## src/rtl/pc_seq_pkg.sv

```systemverilog
// Shared definitions for the next-PC sequencer: op codes, FSM states and
// the latched request record.
package pc_seq_pkg;

    localparam logic [2:0] OP_SEQ  = 3'd0;
    localparam logic [2:0] OP_BR   = 3'd1;
    localparam logic [2:0] OP_JMP  = 3'd2;
    localparam logic [2:0] OP_CALL = 3'd3;
    localparam logic [2:0] OP_RET  = 3'd4;

    // The adder doubles in1, so an in1 of 1 advances the PC by one 2-byte word.
    localparam logic [15:0] PC_INC_IN1 = 16'h0001;

    typedef enum logic [1:0] {
        IDLE  = 2'd0,
        EXEC  = 2'd1,
        CALL2 = 2'd2
    } state_t;

    typedef struct packed {
        logic [2:0]  op;
        logic        taken;
        logic [15:0] offset;
        logic [15:0] target;
    } req_t;

    function automatic logic is_taken_br(input logic [2:0] op, input logic taken);
        return (op == OP_BR) && taken;
    endfunction

endpackage

```

## src/rtl/pc_sequencer_if.sv

```systemverilog
// Request handshake between the core control FSM (master) and the
// next-PC sequencer (slave).
interface pc_sequencer_if;

    logic        req_valid;
    logic        req_ready;
    logic [2:0]  req_op;
    logic        req_taken;
    logic [15:0] req_offset;
    logic [15:0] req_target;

    modport master (
        output req_valid,
        output req_op,
        output req_taken,
        output req_offset,
        output req_target,
        input  req_ready
    );

    modport slave (
        input  req_valid,
        input  req_op,
        input  req_taken,
        input  req_offset,
        input  req_target,
        output req_ready
    );

endinterface

```

## src/rtl/bt_adder.sv

```systemverilog
// Branch-target adder of the core: in1 is a word offset (bit 14 dropped,
// scaled by two), in2 is a byte address.
module bt_adder (
    input  logic [15:0] in1,
    input  logic [15:0] in2,
    output logic [15:0] out
);

    assign out = {in1[15], in1[13:0], 1'b0} + in2;

endmodule

```

## src/rtl/pc_ras.sv

```systemverilog
// Return-address stack: plain LIFO with refused overflow/underflow, no wrap.
module pc_ras #(
    parameter int DEPTH = 4
) (
    input  logic                     clk,
    input  logic                     rst_n,
    input  logic                     push,
    input  logic                     pop,
    input  logic [15:0]              push_data,
    output logic [15:0]              top,
    output logic [$clog2(DEPTH):0]   count,
    output logic                     full,
    output logic                     empty
);

    localparam int IW = $clog2(DEPTH);
    localparam int CW = IW + 1;

    logic [15:0]   entries_q [DEPTH];
    logic [15:0]   entries_d [DEPTH];
    logic [CW-1:0] count_q;
    logic [CW-1:0] count_d;
    logic [CW-1:0] top_idx;

    assign full    = (count_q == CW'(DEPTH));
    assign empty   = (count_q == '0);
    assign count   = count_q;
    // When empty the index wraps to the last slot; callers never use top then.
    assign top_idx = count_q - CW'(1);
    assign top     = entries_q[top_idx[IW-1:0]];

    always_comb begin
        entries_d = entries_q;
        count_d   = count_q;
        if (push && !full) begin
            entries_d[count_q[IW-1:0]] = push_data;
            count_d                    = count_q + CW'(1);
        end else if (pop && !empty) begin
            count_d = count_q - CW'(1);
        end
    end

    always_ff @(posedge clk or negedge rst_n) begin
        if (!rst_n) begin
            count_q <= '0;
            for (int i = 0; i < DEPTH; i++) begin
                entries_q[i] <= '0;
            end
        end else begin
            count_q   <= count_d;
            entries_q <= entries_d;
        end
    end

endmodule

```

## src/rtl/pc_sequencer.sv

```systemverilog
// Next-PC controller: owns the PC and the RAS, and time-shares the single
// branch-target adder across increment, branch, call and return address.
module pc_sequencer
    import pc_seq_pkg::*;
#(
    parameter logic [15:0] RESET_PC  = 16'h0000,
    parameter int          RAS_DEPTH = 4
) (
    input  logic                        clk,
    input  logic                        rst_n,
    pc_sequencer_if.slave               req,
    input  logic                        clr_err,
    output logic [15:0]                 pc,
    output logic                        done,
    output logic [$clog2(RAS_DEPTH):0]  ras_count,
    output logic                        err_ovf,
    output logic                        err_unf
);

    state_t      state_q, state_d;
    req_t        req_q, req_d;
    logic [15:0] pc_q, pc_d;
    logic        done_q, done_d;
    logic        err_ovf_q, err_ovf_d;
    logic        err_unf_q, err_unf_d;

    logic [15:0] adder_in1;
    logic [15:0] adder_in2;
    logic [15:0] adder_out;

    logic        ras_push;
    logic        ras_pop;
    logic [15:0] ras_top;
    logic        ras_full;
    logic        ras_empty;

    assign req.req_ready = (state_q == IDLE);
    assign pc            = pc_q;
    assign done          = done_q;
    assign err_ovf       = err_ovf_q;
    assign err_unf       = err_unf_q;

    bt_adder u_adder (
        .in1 (adder_in1),
        .in2 (adder_in2),
        .out (adder_out)
    );

    pc_ras #(.DEPTH(RAS_DEPTH)) u_ras (
        .clk       (clk),
        .rst_n     (rst_n),
        .push      (ras_push),
        .pop       (ras_pop),
        .push_data (adder_out),
        .top       (ras_top),
        .count     (ras_count),
        .full      (ras_full),
        .empty     (ras_empty)
    );

    // Adder operands depend only on state and the latched op, never on live inputs.
    always_comb begin
        adder_in1 = '0;
        adder_in2 = pc_q;
        case (state_q)
            EXEC: begin
                if (is_taken_br(req_q.op, req_q.taken)) begin
                    adder_in1 = req_q.offset;
                end else if (req_q.op == OP_JMP || req_q.op == OP_RET) begin
                    adder_in1 = '0;
                end else begin
                    adder_in1 = PC_INC_IN1;
                end
            end
            CALL2:   adder_in1 = req_q.offset;
            default: adder_in1 = '0;
        endcase
    end

    always_comb begin
        state_d   = state_q;
        req_d     = req_q;
        pc_d      = pc_q;
        done_d    = 1'b0;
        err_ovf_d = clr_err ? 1'b0 : err_ovf_q;
        err_unf_d = clr_err ? 1'b0 : err_unf_q;
        ras_push  = 1'b0;
        ras_pop   = 1'b0;
        case (state_q)
            IDLE: begin
                if (req.req_valid) begin
                    req_d.op     = req.req_op;
                    req_d.taken  = req.req_taken;
                    req_d.offset = req.req_offset;
                    req_d.target = req.req_target;
                    state_d      = EXEC;
                end
            end
            EXEC: begin
                state_d = IDLE;
                done_d  = 1'b1;
                case (req_q.op)
                    OP_JMP: pc_d = req_q.target;
                    OP_CALL: begin
                        // PC stays at the call address so CALL2 can add the offset to it.
                        done_d  = 1'b0;
                        state_d = CALL2;
                        if (!ras_full) begin
                            ras_push = 1'b1;
                        end else begin
                            err_ovf_d = 1'b1;
                        end
                    end
                    OP_RET: begin
                        if (!ras_empty) begin
                            pc_d    = ras_top;
                            ras_pop = 1'b1;
                        end else begin
                            err_unf_d = 1'b1;
                        end
                    end
                    default: pc_d = adder_out;
                endcase
            end
            CALL2: begin
                pc_d    = adder_out;
                done_d  = 1'b1;
                state_d = IDLE;
            end
            default: state_d = IDLE;
        endcase
    end

    always_ff @(posedge clk or negedge rst_n) begin
        if (!rst_n) begin
            state_q   <= IDLE;
            req_q     <= '0;
            pc_q      <= RESET_PC;
            done_q    <= 1'b0;
            err_ovf_q <= 1'b0;
            err_unf_q <= 1'b0;
        end else begin
            state_q   <= state_d;
            req_q     <= req_d;
            pc_q      <= pc_d;
            done_q    <= done_d;
            err_ovf_q <= err_ovf_d;
            err_unf_q <= err_unf_d;
        end
    end

endmodule

```

## src/flat_wrapper.sv

```systemverilog
// flat-port wrapper written by rule: the top's interface ports become plain ports
module pc_sequencer_flat import pc_seq_pkg::*;
#(
    parameter logic [15:0] RESET_PC  = 16'h0000,
    parameter int          RAS_DEPTH = 4
)
  (clk, rst_n, clr_err, pc, done, ras_count, err_ovf, err_unf, req_req_valid, req_req_op, req_req_taken, req_req_offset, req_req_target, req_req_ready);
  pc_sequencer_if req_i ();
  input  logic clk;
  input  logic rst_n;
  input  logic clr_err;
  output logic [15:0] pc;
  output logic done;
  output logic [$clog2(RAS_DEPTH):0] ras_count;
  output logic err_ovf;
  output logic err_unf;
  input wire logic [$bits(req_i.req_valid)-1:0] req_req_valid;
  input wire logic [$bits(req_i.req_op)-1:0] req_req_op;
  input wire logic [$bits(req_i.req_taken)-1:0] req_req_taken;
  input wire logic [$bits(req_i.req_offset)-1:0] req_req_offset;
  input wire logic [$bits(req_i.req_target)-1:0] req_req_target;
  output wire logic [$bits(req_i.req_ready)-1:0] req_req_ready;
  assign req_i.req_valid = req_req_valid;
  assign req_i.req_op = req_req_op;
  assign req_i.req_taken = req_req_taken;
  assign req_i.req_offset = req_req_offset;
  assign req_i.req_target = req_req_target;
  assign req_req_ready = req_i.req_ready;
  pc_sequencer #(.RESET_PC(RESET_PC), .RAS_DEPTH(RAS_DEPTH)) u_core (.clk(clk), .rst_n(rst_n), .req(req_i), .clr_err(clr_err), .pc(pc), .done(done), .ras_count(ras_count), .err_ovf(err_ovf), .err_unf(err_unf));
endmodule
```

## config.mk

```make
export PLATFORM = sky130hd
export DESIGN_NAME = pc_sequencer_flat
export DESIGN_NICKNAME = d
export VERILOG_FILES = /design/src/rtl/pc_seq_pkg.sv /design/src/rtl/pc_sequencer_if.sv /design/src/rtl/bt_adder.sv /design/src/rtl/pc_ras.sv /design/src/rtl/pc_sequencer.sv /design/src/flat_wrapper.sv
export SDC_FILE = /design/constraint.sdc
export NUM_CORES = 1
export LEC_CHECK = 0
export ABC_CLOCK_PERIOD_IN_PS = 6500
export CORE_AREA = 4 4 130 132
export CTS_BUF_LIST = sky130_fd_sc_hd__clkbuf_2 sky130_fd_sc_hd__clkbuf_4 sky130_fd_sc_hd__clkbuf_8
export DETAILED_ROUTE_END_ITERATION = 8
export DIE_AREA = 0 0 134 136
export PLACE_DENSITY = 0.61
export SKIP_CTS_REPAIR_TIMING = 1
export SYNTH_ARGS = -nofsm -noshare
export SYNTH_HDL_FRONTEND = slang
export SYNTH_SLANG_ARGS = --single-unit
```

## constraint.sdc

```tcl
create_clock -name clk -period 6.5 [get_ports clk]
set_clock_uncertainty 0.05 [all_clocks]
set_input_delay 0.65 -clock clk [delete_from_list [all_inputs] [get_ports clk]]
set_output_delay 0.65 -clock clk [all_outputs]
set_load 0.005 [all_outputs]
```

# Word-level counts from Yosys, hierarchy flattened
# Index checks and enable logic that the tools add are counted.
[totals]
reg_bits = 124
in_bits = 40
out_inout_bits = 23
elab_cells = 78
[classes]
add_sub_neg = 3
n_lt_le_gt_ge = 3
n_eq_ne = 10
mux = 33
n_bitwise = 2
reduce_logical = 13
[op_table]
columns = ["cell", "count"]
rows = [
  ["16-bit two-way mux", 5],
  ["64-bit bitwise mux", 1],
  ["16-bit one-hot mux with 2 select lines", 2],
  ["16-bit one-hot mux with 3 select lines", 1],
  ["16-bit binary-select mux with 2-bit select", 1],
  ["16-bit demux with 2-bit select", 1],
  ["16-bit adder", 1],
  ["1-bit two-way mux", 16],
  ["3-bit by 2-bit equality test with 1-bit output (second input constant)", 2],
  ["3-bit equality test (second input constant)", 2],
  ["3-bit greater-or-equal comparator (second input constant)", 2],
  ["3-bit two-way mux", 2],
  ["2-bit NOT with 3-bit output", 2],
  ["1-bit logical AND", 4],
  ["2-bit two-way mux", 2],
  ["2-bit != test (second input constant)", 2],
  ["2-bit one-hot mux with 2 select lines", 1],
  ["2-bit nonzero test", 2],
  ["3-bit by 1-bit adder with 3-bit output (second input constant)", 1],
  ["3-bit by 1-bit equality test with 1-bit output (second input constant)", 1],
  ["3-bit logical NOT", 1],
  ["3-bit by 1-bit less-than comparator with 1-bit output (second input constant)", 1],
  ["3-bit != test (second input constant)", 1],
  ["3-bit AND reduction", 1],
  ["other kinds (8)", 9],
]

# Depth between registers and ports, before layout
[logic_depth]
ltp_word = 8
depth_mapped = 15
mapped_depth_nobuf = 14

# Cells and area by module
# A second synthesis with hierarchy kept.
[unflattened]
cells_unflattened = 529
area_unflattened_um2 = 6860.3
[by_module_without_submodules]
columns = ["module", "instances", "cells_each", "area_per_inst_um2", "seq_area_each_um2"]
rows = [
  ["pc_ras", 1, 183, 3220.6, 1676.6],
  ["pc_sequencer", 1, 267, 3019.1, 1426.4],
  ["bt_adder", 1, 79, 620.6, 0.0],
]

# Worst setup path after synthesis
# Ideal clock, no wire load.
[synth_path]
kind = "register to register"
startpoint = "register u_core.req_q[33] in the netlist's numbering"
endpoint = "register u_core.pc_q[15], in the netlist u_core.pc[15]"
setup_time_ns = 0.135
arrival_ns = 3.176
required_ns = 6.315
path_slack_ns = 3.138
path_stages_with_launch = 14
path_buffers = 3
period_less_slack_ns = 3.362
cell_sequence = "dfrtp_1 -> buf_2 -> nor3b_1 -> clkbuf_1 -> buf_2 -> o31ai_1 -> ha_1 -> fa_1 -> a21o_1 -> a221oi_2 -> o31ai_2 -> a221oi_2 -> xnor2_1 -> o211ai_1"
[synth_between]
elab_chain_cells = 8
elab_cells_between_ends = 15
classes_between = "add/sub (1); eq/ne (6); mux (5); reduce/logical (3)"
[synth_rtl]
columns = ["item", "line_no", "source"]
rows = [
  ["start: declaration", "pc_sequencer.sv:21", "req_t req_q, req_d;"],
  ["start signal: assignment", "pc_sequencer.sv:144", "req_q <= req_d;"],
  ["3-bit by 2-bit equality test with 1-bit output or 3-bit equality test (tied branches)", "pc_sequencer.sv:69, pc_sequencer.sv:102", ""],
  ["1-bit logical OR", "pc_sequencer.sv:69", "end else if (req_q.op == OP_JMP || req_q.op == OP_RET) begin"],
  ["1-bit two-way mux", "pc_sequencer.sv:69", ""],
  ["16-bit two-way mux", "pc_sequencer.sv:67", "if (is_taken_br(req_q.op, req_q.taken)) begin"],
  ["16-bit one-hot mux with 2 select lines", "pc_sequencer.sv:65", "case (state_q)"],
  ["16-bit adder", "bt_adder.sv:9", "assign out = {in1[15], in1[13:0], 1'b0} + in2;"],
  ["16-bit one-hot mux with 3 select lines", "pc_sequencer.sv:102", "case (req_q.op)"],
  ["16-bit one-hot mux with 2 select lines", "pc_sequencer.sv:89", "case (state_q)"],
  ["end signal: assignment", "pc_sequencer.sv:145", "pc_q <= pc_d;"],
  ["end: declaration", "pc_sequencer.sv:22", "logic [15:0] pc_q, pc_d;"],
]
# Parallel ways exist; a longest one is shown, timed or not.
# A chain may end at the register's enable or synchronous reset.

# Final worst setup path
[layout_path]
startpoint = "register u_core.state_q[0]"
endpoint = "register u_core.u_ras.entries_q[47] in the netlist's numbering"
[layout_between]
elab_chain_cells = 4
elab_cells_between_ends = 7
classes_between = "add/sub (1); eq/ne (2); mux (3); reduce/logical (1)"
[layout_rtl]
columns = ["item", "line_no", "source"]
rows = [
  ["start: declaration", "pc_sequencer.sv:20", "state_t state_q, state_d;"],
  ["start signal: assignment", "pc_sequencer.sv:143", "state_q <= state_d;"],
  ["2-bit equality test or 2-bit by 1-bit equality test with 1-bit output (tied branches)", "pc_sequencer.sv:65, pc_sequencer.sv:89", ""],
  ["16-bit one-hot mux with 2 select lines", "pc_sequencer.sv:65", ""],
  ["16-bit adder", "bt_adder.sv:9", ""],
  ["64-bit bitwise mux", "pc_ras.sv:36", "entries_d[count_q[IW-1:0]] = push_data;"],
  ["end signal: assignment", "pc_ras.sv:51", "entries_q <= entries_d;"],
  ["end: declaration", "pc_ras.sv:19", "logic [15:0] entries_q [DEPTH];"],
]
# Parallel ways exist; a longest one is shown, timed or not.

==> reports/qor.csv <==
metric;value;unit
Routed WL;15.0;mm
Peak VDD IR;0.183;mV
status;complete, no violations;
drc violations;0;
busiest grt layer;met2;
Mapped Cells;517;
Die Y-Extent;136;microns
H-tree level count;4;
top_reg_cell synth;dfrtp_1;
sequential area share after synthesis;0.498;
nets;637;
core area;15700;sq um
pin count of the biggest net entering global routing;71;
hold_ws;0.196;ns
fill count;1424;
worst-margin pin slew;1.18;ns
register area;3080;sq um
critical path's top delay family;compound AO/OA/AOI/OAI gates;
Overflow after GRT;0;
WP data arrival;4.38;ns
YS warnings;0;
worst-skew pair later-pin latency;0.44;ns
CTS tree;built;
critical path's slowest cell;ha_1;
chip width;134;microns
Final WS setup;2.34;ns
max-capacitance violation count;0;
synthesized area per cell;12.0;sq um
# diodes;0;
Initial Util;0.393;
drt wl/cell;18.7;microns
vias after detailed routing;4261;
met2 usage;0.286;
minimum clock period after layout;4.16;ns
wire length of the first global-routing pass;24.2;mm
crit end category;flip-flop;
Crit Path Category;reg -> reg;
Critical Path RT;6.73;ns
pre-CTS setup slack;2.40;ns
area grow syn2layout;18.9;%
EDFF count, synth;0;
DP Wirelength;10.0;mm
FMAX;241;MHz
final setup vio count;0;
pwr/cell area;444;nW/um^2
commonest non-fill, non-tap cell in the layout;dfrtp_1;
Post-Syn Area;6180;sq um
Crit path largest cell delay;0.51;ns
met3 Usage GRT;0.0400;
Overall Global Routing Usage;0.173;
min-delay worst type;in -> async;
final hold vios;0;
Antenna Nets Post-Route;0;
Static Leak;3.27;nW
row count;46;
Max Root-Sink Buffers;2;
max-slew violation count;0;
worst-path cell chain;inv_1, ha_1, o21a_1, nand2_1, o31ai_1, ha_1, fa_1, a21o_1, a221oi_2, o31ai_2, a221oi_2, xnor2_1, a21oi_1;
number of global-route vias before repair;4526;
CP max FO;20;
IO Port Bufs;61;
Ports;63;
post-layout instance area;7350;sq um
Bufs and invs on worst path;1;
Final GP Congestion;0.898;
CTS sink cnt;123;
share of cells above drive strength 1;0.241;
Tcrit/Tclk final;0.640;
commonest cells after routing, fill and taps aside;123 x dfrtp_1, 79 x mux2_2, 60 x clkdlybuf4s50_1;
Synth Register Bits;123;
Final TNS setup;0;ns
nature of the critical path startpoint;flip-flop;
router iterations before antenna repair;4;
placed cell areas;6970;sq um
Slew HR;0.212;
unrepaired setup endpoints after global routing;no;
Die ar.;18200;sq um
Synth cell types;48;
cts bufs inserted;17;
initial antenna violation count;0;
Syn Nets;581;
via/cell ratio;5.31;
multi-input logic area;2940;sq um
asr flop ratio synth;1.00;
met1 Track Usage GR;0.225;
1st-iter DRT viols;251;
register clock-pin slew on the reported worst setup and hold paths;0.07;ns
Root Driver;clkbuf_8;
==> path summary, 6_finish.rpt <==
check | start | end | slack (ns) | cells after the start
max | u_core.state_q[0] | u_core.u_ras.entries_q[47] | 2.34 | 13
min | rst_n | u_core.err_ovf | 0.20 | 1
max reg2reg | u_core.state_q[0] | u_core.u_ras.entries_q[47] | 2.34 | 13
min reg2reg | u_core.u_ras.entries_q[4] | u_core.u_ras.entries_q[4] | 0.45 | 1
max in group asynchronous | rst_n | u_core.u_ras.entries_q[23] | 4.85 | 2
min in group clk | u_core.u_ras.entries_q[4] | u_core.u_ras.entries_q[4] | 0.45 | 1
==> where the power goes <==
group | internal [mW] | switching, mW | total [mW]
registers | 1.07 | 0.205 | 1.28
clock network | 0.344 | 0.306 | 0.649
logic | 0.647 | 0.689 | 1.34
total | 2.06 | 1.20 | 3.26
==> Yosys cell counts (3+ instances only) <==
master	number	share of area
o21ai_0	14	0.011
mux2_2	79	0.14
ha_1	23	0.047
nor2_1	38	0.023
a21oi_1	43	0.035
inv_1	11	0.0067
mux4_2	16	0.058
buf_2	12	0.0097
o31ai_1	4	0.0049
nand3_1	3	0.0024
nor3_1	8	0.0065
dfrtp_1	123	0.50
xor2_1	4	0.0057
and2_1	16	0.016
o21a_1	3	0.0036
o211ai_1	5	0.0061
a22oi_1	16	0.019
or3_1	6	0.0061
a221o_1	3	0.0049
a21o_1	4	0.0049
clkbuf_1	14	0.0085
nand2b_1	3	0.0030
xnor2_1	10	0.014
nand2_1	30	0.018
==> metrics by stage <==
step / util / std cells / power [mW]
CTS: 0.468 / 802 / 3.29
floorplan: - / 517 / 2.17
finish: 0.468 / 802 / 3.26
global placement: 0.444 / 770 / 2.57
detailed placement: 0.444 / 770 / 2.63
global route: 0.468 / 802 / 3.48
==> logic make-up after synthesis <==
| group | count (synthesis) | share of synthesized area |
|---|---|---|
| flops | 123 | 0.498 |
| simple gates | 116 | 0.0893 |
| compound gates | 105 | 0.112 |
| mux | 96 | 0.204 |
| buf+inv | 39 | 0.0267 |
| fa+ha+maj | 24 | 0.0498 |
| xor+xnor | 14 | 0.0198 |
==> area by class of cell <==
type                    count  area share
repair buffers             65      0.0869
clock inverters            14      0.0175
clock buffers              18      0.0337
inverters                  11     0.00562
multi-input cells         355       0.401
well taps                 216      0.0368
flip-flops and latches    123       0.419
==> layer usage <==
metal,share of wire,wire [microns]
met1,0.44,6590
met2,0.50,7420
met3,0.048,717
met4,0.017,255
met5,0,0
==> flip-flops by register name, indices dropped and copies added (netlist names) <==
name                    flops
u_core.req_q               35
u_core.u_ras.count          3
u_core.err_ovf              1
u_core.u_ras.entries_q     64
u_core.state_q              2
u_core.done                 1
u_core.pc                  16
u_core.err_unf              1
Note: power is estimated with default switching activity, not from simulation.
